File: config.mk
export PLATFORM = sky130hd
export DESIGN_NAME = ps_int_ctrl
export DESIGN_NICKNAME = d
export VERILOG_FILES = /design/src/rtl/ps_pkg.sv /design/src/rtl/ic_prio_enc.sv /design/src/rtl/ps_int_ctrl.sv
export SDC_FILE = /design/constraint.sdc
export NUM_CORES = 1
export LEC_CHECK = 0
export BUFFER_PORTS_ARGS = -buffer_cell sky130_fd_sc_hd__buf_2
export CELL_PAD_IN_SITES_DETAIL_PLACEMENT = 0
export CELL_PAD_IN_SITES_GLOBAL_PLACEMENT = 1
export CORE_MARGIN = 3
export CORE_UTILIZATION = 33
export DETAILED_ROUTE_END_ITERATION = 10
export HOLD_SLACK_MARGIN = 0.1
export PLACE_DENSITY_LB_ADDON = 0.1
export SYNTH_ARGS = -nofsm -noshare
export SYNTH_HDL_FRONTEND = slang
export SYNTH_SLANG_ARGS = --single-unit
File: constraint.sdc
create_clock -name clk -period 1.7 [get_ports clk]
set_input_delay 0.34 -clock clk [delete_from_list [all_inputs] [get_ports clk]]
set_output_delay 0.34 -clock clk [all_outputs]
set_load 0.05 [all_outputs]
File: src/rtl/ps_pkg.sv
// Shared definitions for the program-sequencer interrupt controller:
// vector base, register address map and FSM state encoding.
package ps_pkg;

   localparam int          NUM_IRQ   = 4;
   localparam logic [15:0] VECT_BASE = 16'h0040;

   typedef enum logic [1:0] {
      ADDR_IMASK  = 2'b00,
      ADDR_IRPTL  = 2'b01,
      ADDR_IMASKP = 2'b10,
      ADDR_ICTL   = 2'b11
   } ic_addr_e;

   typedef enum logic [1:0] {
      S_IDLE  = 2'b00,
      S_REQ   = 2'b01,
      S_FLUSH = 2'b10
   } ic_state_e;

endpackage

File: src/rtl/ic_prio_enc.sv
// Fixed-priority encoder: returns the lowest set bit index of req, vld when any bit is set.
module ic_prio_enc (
   input  logic [3:0] req,
   output logic [1:0] idx,
   output logic       vld
);

   always_comb begin
      // NOTE: every output gets a default before the loop so no path leaves it unassigned (no latch).
      idx = 2'd0;
      vld = |req;
      for (int i = 3; i >= 0; i--) begin
         if (req[i]) idx = 2'(i);
      end
   end

endmodule

File: src/rtl/ps_int_ctrl.sv
// Interrupt controller for the program sequencer: edge-latched requests, masking,
// strict-priority nesting via IMASKP, and a request/ack/flush handshake.
module ps_int_ctrl
   import ps_pkg::*;
(
   input  logic        clk,
   input  logic        rst,
   input  logic [3:0]  irq,
   input  logic        ps_ic_ack,
   input  logic        ps_ic_rti,
   input  logic        ps_ic_wrt_en,
   input  logic [1:0]  ps_ic_wrt_add,
   input  logic [15:0] bc_dt,
   input  logic [1:0]  ps_ic_rd_add,
   output logic [15:0] ic_ps_rd_dt,
   output logic        ic_ps_req,
   output logic [15:0] ic_ps_vect,
   output logic        ic_ps_wake,
   output logic        ic_ps_busy
);

   ic_state_e  state_q, state_d;
   logic [3:0] irq_q, irq_d;
   logic       arm_q, arm_d;
   logic [3:0] imask_q, imask_d;
   logic [3:0] irptl_q, irptl_d;
   logic [3:0] imaskp_q, imaskp_d;
   logic       gie_q, gie_d;
   logic [1:0] win_idx_q, win_idx_d;
   logic       flush_cnt_q, flush_cnt_d;

   logic [3:0] irq_edge, pend, blocked, eligible;
   logic [1:0] win_sel, rti_idx;
   logic       win_vld, rti_vld, ack_take;
   logic [3:0] wdat, rd4;
   logic       bc_dt_unused;

   assign bc_dt_unused = ^bc_dt[15:4];
   assign wdat         = bc_dt[3:0];

   // arm_q suppresses the edge detector for the first cycle after reset, so a line
   // already high at release is treated as old, not as a new request.
   assign irq_edge = irq & ~irq_q & {4{arm_q}};
   assign pend     = irptl_q & imask_q & {4{gie_q}};
   assign eligible = pend & ~blocked;
   assign ack_take = ps_ic_ack && (state_q == S_REQ);

   always_comb begin
      blocked = 4'b0;
      for (int i = 0; i < NUM_IRQ; i++) begin
         blocked[i] = |(imaskp_q & 4'((1 << (i + 1)) - 1));
      end
   end

   ic_prio_enc u_win_enc (.req(eligible), .idx(win_sel), .vld(win_vld));
   ic_prio_enc u_rti_enc (.req(imaskp_q), .idx(rti_idx), .vld(rti_vld));

   always_comb begin
      irq_d    = irq;
      arm_d    = 1'b1;
      imask_d  = imask_q;
      gie_d    = gie_q;
      irptl_d  = irptl_q;
      imaskp_d = imaskp_q;

      if (ps_ic_wrt_en) begin
         case (ps_ic_wrt_add)
            ADDR_IMASK:  imask_d  = wdat;
            ADDR_IRPTL:  irptl_d  = wdat;
            ADDR_IMASKP: imaskp_d = wdat;
            ADDR_ICTL:   gie_d    = wdat[0];
            default:     ;
         endcase
      end

      // Hardware edges win over software writes and the ack clear of the same bit.
      if (ack_take) irptl_d[win_idx_q] = 1'b0;
      irptl_d = irptl_d | irq_edge;

      // RTI clear uses the pre-ack IMASKP; the ack set is applied afterwards.
      if (ps_ic_rti && rti_vld) imaskp_d[rti_idx] = 1'b0;
      if (ack_take) imaskp_d[win_idx_q] = 1'b1;
   end

   always_comb begin
      state_d     = state_q;
      win_idx_d   = win_idx_q;
      flush_cnt_d = flush_cnt_q;
      case (state_q)
         S_IDLE: begin
            if (win_vld) begin
               state_d   = S_REQ;
               win_idx_d = win_sel;
            end
         end
         S_REQ: begin
            if (ps_ic_ack) begin
               state_d     = S_FLUSH;
               flush_cnt_d = 1'b0;
            end
         end
         S_FLUSH: begin
            if (flush_cnt_q) state_d = S_IDLE;
            else             flush_cnt_d = 1'b1;
         end
         default: state_d = S_IDLE;
      endcase
   end

   always_ff @(posedge clk) begin
      // NOTE: sequential state uses non-blocking assignments so all flops update together.
      if (rst) begin
         state_q     <= S_IDLE;
         irq_q       <= 4'b0;
         arm_q       <= 1'b0;
         imask_q     <= 4'b0;
         irptl_q     <= 4'b0;
         imaskp_q    <= 4'b0;
         gie_q       <= 1'b0;
         win_idx_q   <= 2'd0;
         flush_cnt_q <= 1'b0;
      end else begin
         state_q     <= state_d;
         irq_q       <= irq_d;
         arm_q       <= arm_d;
         imask_q     <= imask_d;
         irptl_q     <= irptl_d;
         imaskp_q    <= imaskp_d;
         gie_q       <= gie_d;
         win_idx_q   <= win_idx_d;
         flush_cnt_q <= flush_cnt_d;
      end
   end

   always_comb begin
      ic_ps_req  = (state_q == S_REQ);
      ic_ps_busy = (state_q != S_IDLE);
      ic_ps_vect = VECT_BASE + {12'b0, win_idx_q, 2'b00};
      ic_ps_wake = |(irptl_q & imask_q);
   end

   always_comb begin
      rd4 = 4'b0;
      case (ps_ic_rd_add)
         ADDR_IMASK:  rd4 = imask_q;
         ADDR_IRPTL:  rd4 = irptl_q;
         ADDR_IMASKP: rd4 = imaskp_q;
         ADDR_ICTL:   rd4 = {3'b0, gie_q};
         default:     ;
      endcase
      if (ps_ic_wrt_en && (ps_ic_wrt_add == ps_ic_rd_add)) rd4 = wdat;
      ic_ps_rd_dt = {12'b0, rd4};
   end

endmodule
-- Yosys cells after proc, flatten, opt, wreduce, memory -nomap -nowiden
Cells that the tools add are included.
W data, S select, Z words.
- bits in registers: 23
- bits in latches: 0
- bits in writable memories: 0
- memory bits (read-only): 0
- input bits: 29
- output and inout bits: 35
- logic and storage cells: 87
- memories: 0
- add/subtract/negate cells: 1
- $mul: 0
- divide/modulo/power cells: 0
- $lt $le $gt $ge: 4
- equal/unequal tests: 12
- shift-type cells: 0
- multiplexer cells: 28
- bitwise operators: 13
- reductions and logical operators: 20
- operator list (kind ; number):
    $mux W4 ; 8
    $and A4 B4 Y4 ; 7
    $mux W2 ; 11
    $not A4 Y4 ; 4
    $pmux W4 S4 ; 1
    $reduce_or A4 Y1 ; 3
    $eq A2 B2 Y1 const B ; 5
    $add A7 B4 Y8 const A ; 1
    $or A4 B4 Y4 ; 2
    $reduce_and A2 Y1 ; 4
    $eq A2 B1 Y1 const B ; 3
    $logic_not A2 Y1 ; 3
    $lt A2 B3 Y1 const B ; 2
    $pmux W2 S3 ; 1
    $logic_and A1 B1 Y1 ; 5
    $demux W1 S2 ; 2
    $ge A2 B1 Y1 const B ; 2
    $mux W1 ; 4
    $ne A2 B2 Y1 const B ; 2
    $reduce_bool A2 Y1 ; 2
    $reduce_and A3 Y1 ; 1
    $reduce_or A3 Y1 ; 1
    $eq A2 B2 Y1 ; 1
    $ne A2 B1 Y1 const B ; 1
    2 further kinds ; 2

-- Logic depth before layout (Yosys ltp)
- depth after elaboration: 13
- gate-level depth with buffers: 5
- depth with buffers taken out: 4

-- By module
A second synthesis with hierarchy kept.
- cells, all modules: 165
- area total of the unflattened synthesis: 1486.4 um^2
- by module, submodules not included (module ; times used ; cells an instance ; area each (um^2) ; seq. area each (um^2)):
    ps_int_ctrl ; 1 ; 151 ; 1416.4 ; 460.4
    ic_prio_enc ; 2 ; 7 ; 35.0 ; 0.0

-- Worst setup path before layout
No wires, ideal clock.
- kind: input -> output
- start: in ps_ic_rd_add[0]
- end: out ic_ps_rd_dt[1]
- arrival time: 1.638 ns
- data required time: 1.360 ns
- path slack: -0.278 ns
- stages on the path: 4
- path buffers: 1
- path through: buf_2 -> xnor2_1 -> nand3_1 -> a21oi_1
- longest elaborated chain between the ends: 3
- elaborated cells on any way between the ends: 8
- those cells by class: eq/ne (4); mux (2); reduce/logical (2)
- ends and longest elaborated chain (item ; line ; text):
    start, declared ; ps_int_ctrl.sv:14 ; input logic [1:0] ps_ic_rd_add,
    $eq A2 B2 Y1, or another cell as far along ; ps_int_ctrl.sv:144 ; case (ps_ic_rd_add)
    $pmux W4 S4 or $logic_and A1 B1 Y1 (tied branches) ; ps_int_ctrl.sv:144, ps_int_ctrl.sv:151 ;
    $mux W4 (*) ; ps_int_ctrl.sv:151 ; if (ps_ic_wrt_en && (ps_ic_wrt_add == ps_ic_rd_add)) rd4 = wdat;
    end, declared ; ps_int_ctrl.sv:15 ; output logic [15:0] ic_ps_rd_dt,
Mark *: on every way between the ends. The rest lies on a longest branch, timed or not.

-- Worst setup path after layout
- start: reg irptl_q[0]
- end: out ic_ps_rd_dt[0]
- longest elaborated chain between the ends: 2
- ends and longest elaborated chain (item ; line ; text):
    start, declared ; ps_int_ctrl.sv:26 ; logic [3:0] irptl_q, irptl_d;
    start signal, assigned ; ps_int_ctrl.sv:127 ; irptl_q <= irptl_d;
    $pmux W4 S4 ; ps_int_ctrl.sv:144 ;
    $mux W4 ; ps_int_ctrl.sv:151 ;
No other way between the ends.

==> flow_summary.toml <==
[status]
outcome = "complete, but fails checks"
violations = "setup timing"

[drt]
drtIter0Drc = 31
routed_wl_um = 3340
firstDrtPassIters = 4
ant_nets = 0
drc_errors = 0
wl_per_cell_um = 13.3
via_per_inst = 4.70
via_count = 1179

[synthesis]
yosys.area.top_type = "dfxtp_1"
synth_compound_area_share_pct = 14.3
synth_xor_area_share_pct = 1.25
synth-async-reset-ratio_pct = 0
yosysSeqAreaShare_pct = 32.8
synth_area_um2 = 1400
ys_types = 33
synth_cells = 166
synth_flop_cell = "dfxtp_1"
synth_edf_count = 0
synth_top_area_share_pct = 32.8
netlist_top_cells_area = "dfxtp_1 (33%), buf_4 (14%), mux2i_1 (9.3%)"
synthSimpleGateAreaFrac_pct = 22.5
muxShareOfSynthArea_pct = 12.8
synth_top_family_by_area = "simple AND/OR/NAND/NOR gates"
ys_warn_count = 0
synthAdderAreaFrac_pct = 0
postSynthAreaPerCell_um2 = 8.45
yosys_register_bits = 23

[place]
dpl-instance-area_um2 = 1550
dp.cells = 245
routabilityCongestion = 0.911
portBuffers = 25
detailed_place_hpwl_um = 2590

[timing]
setup_ws_ps = -117
max_slew_margin_pct = 66.0
worst_pin_slew_ps = 508
setup_viol = 1
rsz0062_at_grt = "true"
report.final.slew_viol_count = 0
fmax_ghz = 0.550
post-route-period-util_pct = 107
skew_ps = 0.836
hold_viol = 0
fin_crit_ps = 1820

[floorplan]
die-width_um = 71.2
core_um2 = 4060
core.rowCount = 23
die_y_um = 71.2
start_util_pct = 34.6
io_pins = 64
die_area_um2 = 5070

[clock_tree]
numCtsBuffers = 3
clk_pin_slew_ps = 80
cts.path.max_buffers = 2
worstSkewPairLatency_ps = 270
h-tree-depth = 1
cts-root-buf = "clkbuf_8"
cts_sinks = 23
cts_tree = "built"

[grt]
grt_overflow_total = 0
antenna_found_initial = 0
grt_pass1_vias = 1111
grt_pass1_wl_um = 5330
grt_usage_pct = 13.4
grt_start_max_net_pins = 14

[critical_path]
critPathCaptureType = "primary output"
crit_required_ps = 1360
cpPeakStageDelay_ps = 450
worstSetupPathType = "reg2out"
startpoint_type = "flip-flop"
cpMaxStageDelayCell = "mux4_2"
reg2reg_depth = 5
cp_max_fo = 2
arrival_ps = 1480
crit_chain = "mux4_2 > mux2_4 > buf_8"

[min_path]
holdPathStages = 2
hold_path.class = "in2reg"

[power_and_ir_drop]
ir_drop_mv = 0.301
powerDensity_nw_per_um2 = 776
leakage_uw = 0.000771

[finish]
finish.utilization_pct = 41.4
layout.nets = 231
design_area_um2 = 1680
drive_above_1_share_pct = 28.4
antenna_cells = 0
syn_to_final_growth_pct = 19.9
layoutNonFillerInstCount = 251

[flow_run]
cap_violations = 0
==> critical path, delay by kind of cell, from the launching register on <==
family / cells / cell delay, ps
mux: 2 / 730
flops: 1 / 330
buf+inv: 1 / 150
==> cell families (layout without fill, tap and decap cells) <==
group | Yosys count | count (layout)
other | 2 | 26
AND/OR/NAND/NOR | 57 | 57
buffers and inverters | 33 | 44
flip-flops | 23 | 23
multiplexers | 16 | 16
XOR/XNOR | 2 | 2
AO/OA/AOI/OAI | 33 | 33
==> what timing repair did <==
| action | in CTS | in global routing |
|---|---|---|
| buffers inserted | 2 | 0 |
| endpoints found under the setup margin | 4 | 4 |
| pin swaps | 3 | 0 |
| resized for setup | 20 | 2 |
| hold buffers | 0 | 0 |
==> where the power goes <==
group | leakage (µW) | total (µW) | internal (µW) | switching (µW)
clock network | 0.0000228 | 358 | 168 | 190
logic | 0.000559 | 365 | 111 | 254
registers | 0.000190 | 581 | 561 | 20.2
==> cells in the final DEF (no fill, tap or decap), types with 4 or more instances in the layout <==
master,instances
o21ai_0,6
nand2_1,8
inv_1,4
conb_1,26
buf_2,21
nand3b_1,9
buf_6,4
nor2b_1,5
buf_4,10
nand2b_1,4
dfxtp_1,20
nor2_1,15
a21oi_1,12
mux2i_1,13
==> sequential cells by signal, indices dropped and copies added, names as in the netlist <==
name / flops
imask_q: 4
imaskp_q: 4
irptl_q: 4
irq_q: 4
state_q: 2
win_idx_q: 2
arm_q: 1
flush_cnt_q: 1
gie_q: 1
==> layer usage <==
layer | up-vias | track usage [%] | wire length, µm
met5 | - | 0 | 0
met2 | 34 | 21.0 | 1560
met4 | 0 | 5.64 | 60
li1 | 599 | - | -
met3 | 6 | 2.84 | 192
met1 | 540 | 17.9 | 1530
==> cells in the mapped netlist (3+ instances only) <==
master and count:
mux2i_1 13, dfxtp_1 23, nand2b_1 4, nand3b_1 9
buf_4 26, o21ai_0 6, nor2b_1 7, nand2_1 8
a21oi_1 16, nand4_1 3, nor2_1 17, inv_1 4
==> per-stage QoR <==
step / setup TNS (ps) / setup WS, ps / total power [µW] / hold slack (ps)
6_report: -117 / -117 / 1300 / 291
5_1_grt: -310 / -152 / 1360 / 311
4_1_cts: -122 / -122 / 1310 / 292
3_5_place_dp: -260 / -85.1 / 927 / 496
3_3_place_gp: -252 / -96.5 / 923 / 483
2_1_floorplan: -197 / -65.7 / 894 / 467
==> worst paths after layout <==
kind / start / endpoint / slack (ps)
hold / removal: irq[1] / irq_q[1]$_SDFF_PP0_ / 290
setup reg to reg: imaskp_q[0]$_SDFF_PP0_ / win_idx_q[0]$_SDFFE_PP0P_ / 250
setup / recovery: irptl_q[0]$_SDFF_PP0_ / ic_ps_rd_dt[0] / -120
hold reg to reg: irq_q[1]$_SDFF_PP0_ / irptl_q[1]$_SDFF_PP0_ / 510
==> cell type report <==
cell class / count / area [µm²]
Multi-Input combinational cell: 134 / 855
Fill cell: 409 / 2380
Sequential cell: 23 / 464
Inverter: 4 / 15.0
Clock buffer: 4 / 45.0
Tap cell: 50 / 62.6
Timing Repair Buffer: 36 / 240
(Power assumes the default switching activity.)
